==> config.mk <==
export PLATFORM = sky130hd
export DESIGN_NAME = nes_pad_reader
export DESIGN_NICKNAME = d
export VERILOG_FILES = /design/src/rtl/nes_pad_pkg.sv /design/src/rtl/nes_pad_sync.sv /design/src/rtl/nes_pad_reader.sv
export SDC_FILE = /design/constraint.sdc
export NUM_CORES = 1
export LEC_CHECK = 0
export BUFFER_PORTS_ARGS = -buffer_cell sky130_fd_sc_hd__buf_2
export CORE_ASPECT_RATIO = 1.5
export CORE_MARGIN = 1
export CORE_UTILIZATION = 60
export DETAILED_ROUTE_END_ITERATION = 12
export PLACE_DENSITY_LB_ADDON = 0.05
export SLEW_MARGIN = 20
export SYNTH_ARGS = -nofsm -noshare
export SYNTH_HDL_FRONTEND = slang
export SYNTH_SLANG_ARGS = --single-unit
==> constraint.sdc <==
create_clock -name clk_sys -period 2.5 [get_ports clk_sys]
set_input_delay 0 -clock clk_sys [delete_from_list [all_inputs] [get_ports clk_sys]]
set_output_delay 0 -clock clk_sys [all_outputs]
set_load 0.01 [all_outputs]
==> src/rtl/nes_pad_pkg.sv <==
// Purpose: shared types and constants for the NES/Famicom pad reader.
// Latency: n/a (declarations only).
// Backpressure: n/a.
// Configuration: NES_PAD_DETECT_EN selects a 16-bit frame with pad detection.
// Without it, the frame is 8 bits.
package nes_pad_pkg;

  typedef enum logic [2:0] {
    IDLE,
    LATCH,
    SETUP,
    PULSE,
    DONE
  } state_e;

  // Bit positions in the parallel button vector (active high).
  localparam int BTN_A      = 0;
  localparam int BTN_B      = 1;
  localparam int BTN_SELECT = 2;
  localparam int BTN_START  = 3;
  localparam int BTN_UP     = 4;
  localparam int BTN_DOWN   = 5;
  localparam int BTN_LEFT   = 6;
  localparam int BTN_RIGHT  = 7;

`ifdef NES_PAD_DETECT_EN
  // Bits 8..15 of an official pad always read "pressed" and identify the pad.
  localparam int NBITS = 16;
`else
  localparam int NBITS = 8;
`endif

  localparam int BIT_W = $clog2(NBITS);

endpackage

==> src/rtl/nes_pad_sync.sv <==
// Purpose: 2-flop synchronizer for an asynchronous user-port input.
// Latency: 2 clk_i cycles from d_i to q_o.
// Backpressure: none; free-running.
// Ports: clk_i clock, rst_ni async active-low reset, d_i async input,
//        q_o synchronized output. Resets to 1, the released level of a pulled-up line.
module nes_pad_sync (
  input  logic clk_i,
  input  logic rst_ni,
  input  logic d_i,
  output logic q_o
);

  logic [1:0] sync_q;

  always_ff @(posedge clk_i or negedge rst_ni) begin
    if (!rst_ni) begin
      sync_q <= 2'b11;
    end else begin
      sync_q <= {sync_q[0], d_i};
    end
  end

  assign q_o = sync_q[1];

endmodule

==> src/rtl/nes_pad_reader.sv <==
// Purpose: NES/Famicom pad initiator; drives latch/pulse and shifts in the buttons.
// Latency: buttons/buttons_valid update one cycle after the final bit sample.
// Backpressure: none; polls every POLL_CYCLES while enable is high.
// Ports: clk_sys, reset_n (async active-low), enable (gates new frames),
//        pad_latch/pad_pulse to the pad, pad_data from the pad (async, low = pressed),
//        buttons[7:0] active high (A,B,Select,Start,Up,Down,Left,Right), buttons_valid strobe,
//        pad_present. Configuration macro: NES_PAD_DETECT_EN (16-bit frame + detection).
module nes_pad_reader
  import nes_pad_pkg::*;
#(
  parameter int LATCH_CYCLES    = 600,
  parameter int HALF_BIT_CYCLES = 300,
  parameter int POLL_CYCLES     = 833333
) (
  input  logic       clk_sys,
  input  logic       reset_n,
  input  logic       enable,
  output logic       pad_latch,
  output logic       pad_pulse,
  input  logic       pad_data,
  output logic [7:0] buttons,
  output logic       buttons_valid,
  output logic       pad_present
);

  localparam int PER_W  = $clog2(POLL_CYCLES + 1);
  localparam int PH_MAX = (LATCH_CYCLES > HALF_BIT_CYCLES) ? LATCH_CYCLES : HALF_BIT_CYCLES;
  localparam int PH_W   = $clog2(PH_MAX + 1);

  localparam logic [PER_W-1:0] PER_MAX   = '1;
  localparam logic [PER_W-1:0] PER_START = PER_W'(POLL_CYCLES - 1);
  localparam logic [PH_W-1:0]  LAT_LAST  = PH_W'(LATCH_CYCLES - 1);
  localparam logic [PH_W-1:0]  HALF_LAST = PH_W'(HALF_BIT_CYCLES - 1);
  localparam logic [BIT_W-1:0] BIT_LAST  = BIT_W'(NBITS - 1);

  state_e             state_q;
  logic [PH_W-1:0]    cnt_q;
  logic [BIT_W-1:0]   bitcnt_q;
  logic [NBITS-1:0]   shreg_q;
  logic [NBITS-1:0]   shreg_d;
  logic [PER_W-1:0]   per_q;
  logic               first_q;
  logic               latch_q;
  logic               pulse_q;
  logic [7:0]         buttons_q;
  logic [7:0]         buttons_d;
  logic               valid_q;
  logic               present_q;
  logic               present_d;
  logic               data_s;

  nes_pad_sync u_sync (
    .clk_i  (clk_sys),
    .rst_ni (reset_n),
    .d_i    (pad_data),
    .q_o    (data_s)
  );

  // Shift register including the bit being sampled this cycle, so the final
  // bit can be published in the same edge that captures it.
  always_comb begin
    shreg_d           = shreg_q;
    shreg_d[bitcnt_q] = ~data_s;
  end

`ifdef NES_PAD_DETECT_EN
  // An absent pad floats high, so its identity bits read as released.
  assign present_d = (shreg_d[15:8] == 8'hFF);
  assign buttons_d = present_d ? shreg_d[7:0] : 8'h00;
`else
  assign present_d = 1'b1;
  assign buttons_d = shreg_d[7:0];
`endif

  always_ff @(posedge clk_sys or negedge reset_n) begin
    if (!reset_n) begin
      state_q   <= IDLE;
      cnt_q     <= '0;
      bitcnt_q  <= '0;
      shreg_q   <= '0;
      per_q     <= '0;
      first_q   <= 1'b1;
      latch_q   <= 1'b0;
      pulse_q   <= 1'b0;
      buttons_q <= '0;
      valid_q   <= 1'b0;
      present_q <= 1'b0;
    end else begin
      valid_q <= 1'b0;
      // Period counter saturates so a long disabled stretch still starts at once.
      if (per_q != PER_MAX) begin
        per_q <= per_q + PER_W'(1);
      end

      case (state_q)
        IDLE: begin
          if (enable && (first_q || per_q >= PER_START)) begin
            state_q  <= LATCH;
            latch_q  <= 1'b1;
            per_q    <= '0;
            first_q  <= 1'b0;
            cnt_q    <= '0;
            bitcnt_q <= '0;
            shreg_q  <= '0;
          end
        end

        LATCH: begin
          if (cnt_q == LAT_LAST) begin
            state_q <= SETUP;
            latch_q <= 1'b0;
            cnt_q   <= '0;
          end else begin
            cnt_q <= cnt_q + PH_W'(1);
          end
        end

        SETUP: begin
          if (cnt_q == HALF_LAST) begin
            cnt_q   <= '0;
            shreg_q <= shreg_d;
            if (bitcnt_q == BIT_LAST) begin
              state_q   <= DONE;
              buttons_q <= buttons_d;
              present_q <= present_d;
              valid_q   <= 1'b1;
            end else begin
              state_q <= PULSE;
              pulse_q <= 1'b1;
            end
          end else begin
            cnt_q <= cnt_q + PH_W'(1);
          end
        end

        PULSE: begin
          if (cnt_q == HALF_LAST) begin
            state_q  <= SETUP;
            pulse_q  <= 1'b0;
            cnt_q    <= '0;
            bitcnt_q <= bitcnt_q + BIT_W'(1);
          end else begin
            cnt_q <= cnt_q + PH_W'(1);
          end
        end

        DONE: begin
          state_q <= IDLE;
        end

        default: begin
          state_q <= IDLE;
        end
      endcase
    end
  end

  assign pad_latch     = latch_q;
  assign pad_pulse     = pulse_q;
  assign buttons       = buttons_q;
  assign buttons_valid = valid_q;
  assign pad_present   = present_q;

endmodule

## After elaboration in Yosys (flattened, before gate mapping)

Index checks and enable logic that the tools add are counted.

- Flip-flop bits (word level): 59
- Input bits: 4

- Add/sub/neg operators: 3
- $lt $le $gt $ge: 3
- Equality and inequality tests: 12
- Multiplexer cells: 32
- Bitwise operators: 1
- Reductions and logical operators: 18

Operators by type and width:

| cell | number |
|---|---|
| $mux 20 | 3 |
| $mux 10 | 3 |
| $pmux 10 s3 | 1 |
| $mux 3 | 7 |
| $add 20x1->20 const B | 1 |
| $ge 20x20->1 const B | 1 |
| $ne 20x20->1 const B | 1 |
| $mux 8 | 2 |
| $pmux 8 s2 | 1 |
| $pmux 3 s4 | 1 |
| $reduce_and 3->1 | 4 |
| $add 10x1->10 const B | 1 |
| $eq 10x10->1 const B | 1 |
| $eq 10x9->1 const B | 1 |
| $ne 2x2->1 const B | 5 |
| $mux 1 | 9 |
| $bwmux 8 | 1 |
| $reduce_and 4->1 | 2 |
| $reduce_bool 2->1 | 4 |
| $eq 3x2->1 const B | 2 |
| $pmux 3 s2 | 1 |
| $lt 3x4->1 const B | 1 |
| $pmux 1 s2 | 2 |
| $reduce_and 2->1 | 2 |
| 11 further kinds | 12 |

## Logic depth before layout (Yosys ltp)

- Depth after elaboration: 7
- Gate-level depth with buffers: 8

## Modules after synthesis

From an unflattened synthesis, not the netlist that was laid out.

- Cell total of the unflattened synthesis: 293
- Area, all modules: 3027.9 um^2

Modules (own cells, without submodules):

| module | instances | cells each | area each (um^2) |
|---|---|---|---|
| nes_pad_reader | 1 | 291 | 2975.4 |
| nes_pad_sync | 1 | 2 | 52.6 |

## Worst setup path after synthesis

Ideal clock, no wire load.

- Path type: register to register
- From: reg cnt_q[0]
- To: reg buttons_q[0], in the netlist buttons[0]
- Setup time: 0.079 ns
- Arrival time: 1.831 ns
- Required time: 2.421 ns
- Setup slack: 0.589 ns
- Cell stages (with the launch flop): 8
- Buffers on the path: 1
- Clock period less this slack: 1.911 ns
- Cells stage by stage: dfrtp_1 > ha_1 > and4bb_1 > nand4b_4 > or3_1 > buf_4 > nor2_8 > mux2i_1

- Cells in the longest elaborated chain, start to end: 2

RTL lines:

| item | line | source |
|---|---|---|
| from (decl) | nes_pad_reader.sv:37 | `logic [PH_W-1:0] cnt_q;` |
| from (signal assigned) | nes_pad_reader.sv:114 | `cnt_q <= cnt_q + PH_W'(1);` |
| from (signal assigned) | nes_pad_reader.sv:132 | `cnt_q <= cnt_q + PH_W'(1);` |
| from (signal assigned) | nes_pad_reader.sv:143 | `cnt_q <= cnt_q + PH_W'(1);` |
| $eq 10x9->1 | nes_pad_reader.sv:119 | `if (cnt_q == HALF_LAST) begin` |
| $reduce_and 3->1 (no source line) | -- |  |
| to (signal assigned) | nes_pad_reader.sv:124 | `buttons_q <= buttons_d;` |
| to (decl) | nes_pad_reader.sv:45 | `logic [7:0] buttons_q;` |

Every way passes these cells.
A chain may end at the register's enable or synchronous reset.

## Worst setup path in the final report

- From: reg cnt_q[0]
- To: reg buttons_q[3], in the netlist buttons[3]

The elaborated chain is that of the path after synthesis.

==> run_results.csv <==
group,metric,value,unit
final_layout,postLayoutCellArea,0.00341,sq mm
pwr,power.static_leakage,1.54,nW
clocking,ctsRootBufferMaster,"sky130_fd_sc_hd__clkbuf_8",
final_layout,multi_input_comb_area,0.00147,sq mm
worst_setup_path,critPathArrivalTime,2.34,ns
worst_setup_path,setup.worst_path.class,"flip-flop to flip-flop",
final_layout,nFillCells,412,
global_routing,grt_pass1_vias,2292,
detailed_routing,wirelength,5.78,mm
floorplanning,floorplan.io_pins,16,
worst_setup_path,timing.critical_path.to_type,"flip-flop",
timing,hold_viol,0,
clocking,ctsHtreeMaxLevel,3,
timing,final.min_clock_period,2.09,ns
final_layout,post_route_cells_drive_above_1_share,14.4,%
min_path,holdCritPathClass,"input pin to async pin",
logic_synthesis,ys.flop_type,"sky130_fd_sc_hd__dfrtp_1",
logic_synthesis,synthesis.area,0.00310,sq mm
worst_setup_path,cp_cell_sequence,"ha_1 -> and4bb_1 -> nand4b_4 -> or3_1 -> nor2_8 -> mux2i_1",
detailed_routing,antenna_violating_nets_post_route,0,
global_routing,pin_count_of_the_biggest_net_entering_global_routing,41,
timing,timing.setup.tns,0,ns
clocking,clk-insertion-delay-late,0.34,ns
logic_synthesis,synth_sequential_area_ratio,47.7,%
floorplanning,floorplan_die_area,0.00547,sq mm
final_layout,area_growth_syn_to_layout,9.75,%
placement,place_hpwl,4.02,mm
detailed_routing,dr.first_iter.drc_count,106,
logic_synthesis,synth-edff-count,0,
floorplanning,site_row_count,31,
timing,transition_time_at_the_pin_with_the_least_slew_margin,0.541,ns
logic_synthesis,synth_largest_type_area_fraction,45.1,%
clocking,clockBufferDepth,2,
clocking,cts.reportedPaths.clkPinSlew,0.07,ns
final_layout,post_layout_nets,339,
worst_setup_path,crit_buf_inv,0,
logic_synthesis,synthesis_warning_total,0,
timing,final-setup-viol-count,0,
worst_setup_path,timing.critical_path.from_type,"flip-flop",
global_routing,grtUsageTotal,25.3,%
logic_synthesis,post_synthesis_mux_area_share,6.81,%
final_layout,antenna_diode_instance_count,0,
worst_setup_path,cpMaxStageDelayCell,"sky130_fd_sc_hd__or3_1",
placement,port-buffer-count,15,
logic_synthesis,yosys-top-cells-count,"56 x sky130_fd_sc_hd__dfrtp_1, 37 x sky130_fd_sc_hd__nor2_1, 30 x sky130_fd_sc_hd__nand2_1",
logic_synthesis,synthAdderAreaFrac,2.02,%
logic_synthesis,simple_logic_cell_fraction_of_the_synthesized_area,22.3,%
pwr,powerDensity,509,mW/mm^2
logic_synthesis,ys_top_cells_by_area,"sky130_fd_sc_hd__dfrtp_1 45%, sky130_fd_sc_hd__mux2i_1 6.4%, sky130_fd_sc_hd__nor2_1 4.5%",
global_routing,grt_first_pass_wirelength,10.4,mm
logic_synthesis,ys_async_sr_fraction,100,%
floorplanning,core,0.00489,sq mm
clocking,total_clock_buffers_created_by_cts,9,
outcome,outcome,"finished, final reports clean",
final_layout,register_area,0.00148,sq mm
logic_synthesis,ys_types,52,
detailed_routing,drc_violations_left,0,
global_routing,overflow,0,
worst_setup_path,critical_path_peak_fanout,10,
final_layout,finalCoreUtilization,69.7,%
worst_setup_path,cpLargestDelayFamily,"simple AND/OR/NAND/NOR gates",
logic_synthesis,yosys_register_bits,59,
detailed_routing,drt-vias-per-instance,5.70,
worst_setup_path,worst-endpoint-required,2.76,ns
logic_synthesis,post_synth_xor_area_fraction,4.23,%
floorplanning,initial_core_utilization,63.5,%
timing,grt_setup_unrepaired,"no",
timing,maxSlewViolCount,0,
logic_synthesis,yosysTopAreaCell,"sky130_fd_sc_hd__dfrtp_1",
clocking,tritoncts,"yes",
logic_synthesis,synth_top_family_by_area,"simple AND/OR/NAND/NOR gates",
timing,max-slew-margin-rel,63.0,%
floorplanning,die_height,90.1,microns
pwr,worst_ir_drop_vdd,315,uV
logic_synthesis,synth_compound_gate_area_share,12.0,%
clocking,post_cts_resize_count,0,
logic_synthesis,synthMostInstantiatedCell,"sky130_fd_sc_hd__dfrtp_1",
clocking,cts_sinks,59,
timing,share_of_the_cycle_needed_by_the_critical_path_after_routing,83.4,%
global_routing,grt_antenna_before_repair,0,
floorplanning,fp.dieW,60.7,microns
timing,fmax,0.479,GHz
detailed_routing,avgRoutedWirePerCell,14.5,microns
logic_synthesis,synthesis.nets,324,
job,timing.max_cap.violations,0,
detailed_routing,drtPass1Iterations,4,
logic_synthesis,syn-instance-count,315,
placement,gpl.final_weighted_congestion,0.811,
placement,placement.cell_area,0.00322,sq mm
logic_synthesis,syn-mean-instance-area,9.85,sq um
timing,clock-skew-final,0.0112,ns
detailed_routing,num_vias,2278,
worst_setup_path,max_stage_delay,0.52,ns
==> registers in the layout, indices dropped and copies added (netlist names) <==
register       flops
state_q            3
shreg_q            8
first_q            1
buttons_valid      1
pad_present        1
cnt_q             10
bitcnt_q           3
buttons            8
pad_latch          1
per_q             20
pad_pulse          1
u_sync.sync_q      2
==> where the power goes <==
group	switching [mW]	internal, mW
clock	0.371	0.375
sequential	0.00118	0.958
combinational	0.0220	0.00640
==> cell usage in the layout (no fill, tap or decap), types with 10 or more instances in the layout <==
master,count
sky130_fd_sc_hd__a21oi_1,13
sky130_fd_sc_hd__buf_2,15
sky130_fd_sc_hd__clkbuf_8,10
sky130_fd_sc_hd__dfrtp_1,56
sky130_fd_sc_hd__inv_1,16
sky130_fd_sc_hd__mux2i_1,20
sky130_fd_sc_hd__nand2_1,30
sky130_fd_sc_hd__nor2_1,37
sky130_fd_sc_hd__nor3_1,12
sky130_fd_sc_hd__xnor2_1,12
==> cell families (layout without fill, tap and decap cells) <==
logic type	count (synthesis)	in the layout
and+or+nand+nor	128	128
DFF	59	59
AOI/OAI and AO/OA	53	53
buffers and inverters	34	53
muxes	21	21
xor gates and xnor gates	15	15
adders and majority gates	5	5
==> metrics by stage <==
| step | hold slack (ns) | total power, mW | instances | worst slack (ns) |
|---|---|---|---|---|
| 2_1_floorplan | -0.296 | 0.980 | 315 | 0.589 |
| 3_3_place_gp | -0.0393 | 1.00 | 383 | 0.472 |
| 3_5_place_dp | -0.0327 | 1.00 | 383 | 0.395 |
| 4_1_cts | 0.139 | 1.75 | 400 | 0.391 |
| 5_1_grt | 0.197 | 1.79 | 400 | 0.269 |
| 6_report | 0.151 | 1.73 | 400 | 0.414 |
==> area by class of cell <==
| cell class | count | area share, % |
|---|---|---|
| sequential | 59 | 43.4 |
| timing repair buffer | 22 | 4.26 |
| inverter | 16 | 1.76 |
| clock inverter | 5 | 0.881 |
| clock buffer | 10 | 4.04 |
| tap | 66 | 2.42 |
| multi-input combinational | 222 | 43.2 |
==> worst paths after layout <==
path	start	to	slack, ns	depth (start not counted)
min in group clk_sys	enable	bitcnt_q[0]	0.28	4
max	cnt_q[0]	buttons[3]	0.41	6
max in group asynchronous	reset_n	first_q	1.46	3
max reg2reg	cnt_q[0]	buttons[3]	0.41	6
min reg2reg	u_sync.sync_q[0]	u_sync.sync_q[1]	0.36	0
min	reset_n	per_q[8]	0.15	2
==> layer usage <==
metal  wire [microns]  vias up  global-route usage (%)
met5                0        -                       0
met4              120        0                    12.5
met3              167       14                    5.47
met2             2970       40                    40.0
met1             2520     1083                    31.9
li1                 -     1141                       -
==> timing repair <==
action                    4_1_cts  5_1_grt
hold buffers                    2        0
hold endpoints to repair       20        0
setup buffers                   0        0
Note: power is estimated with default switching activity, not from simulation.
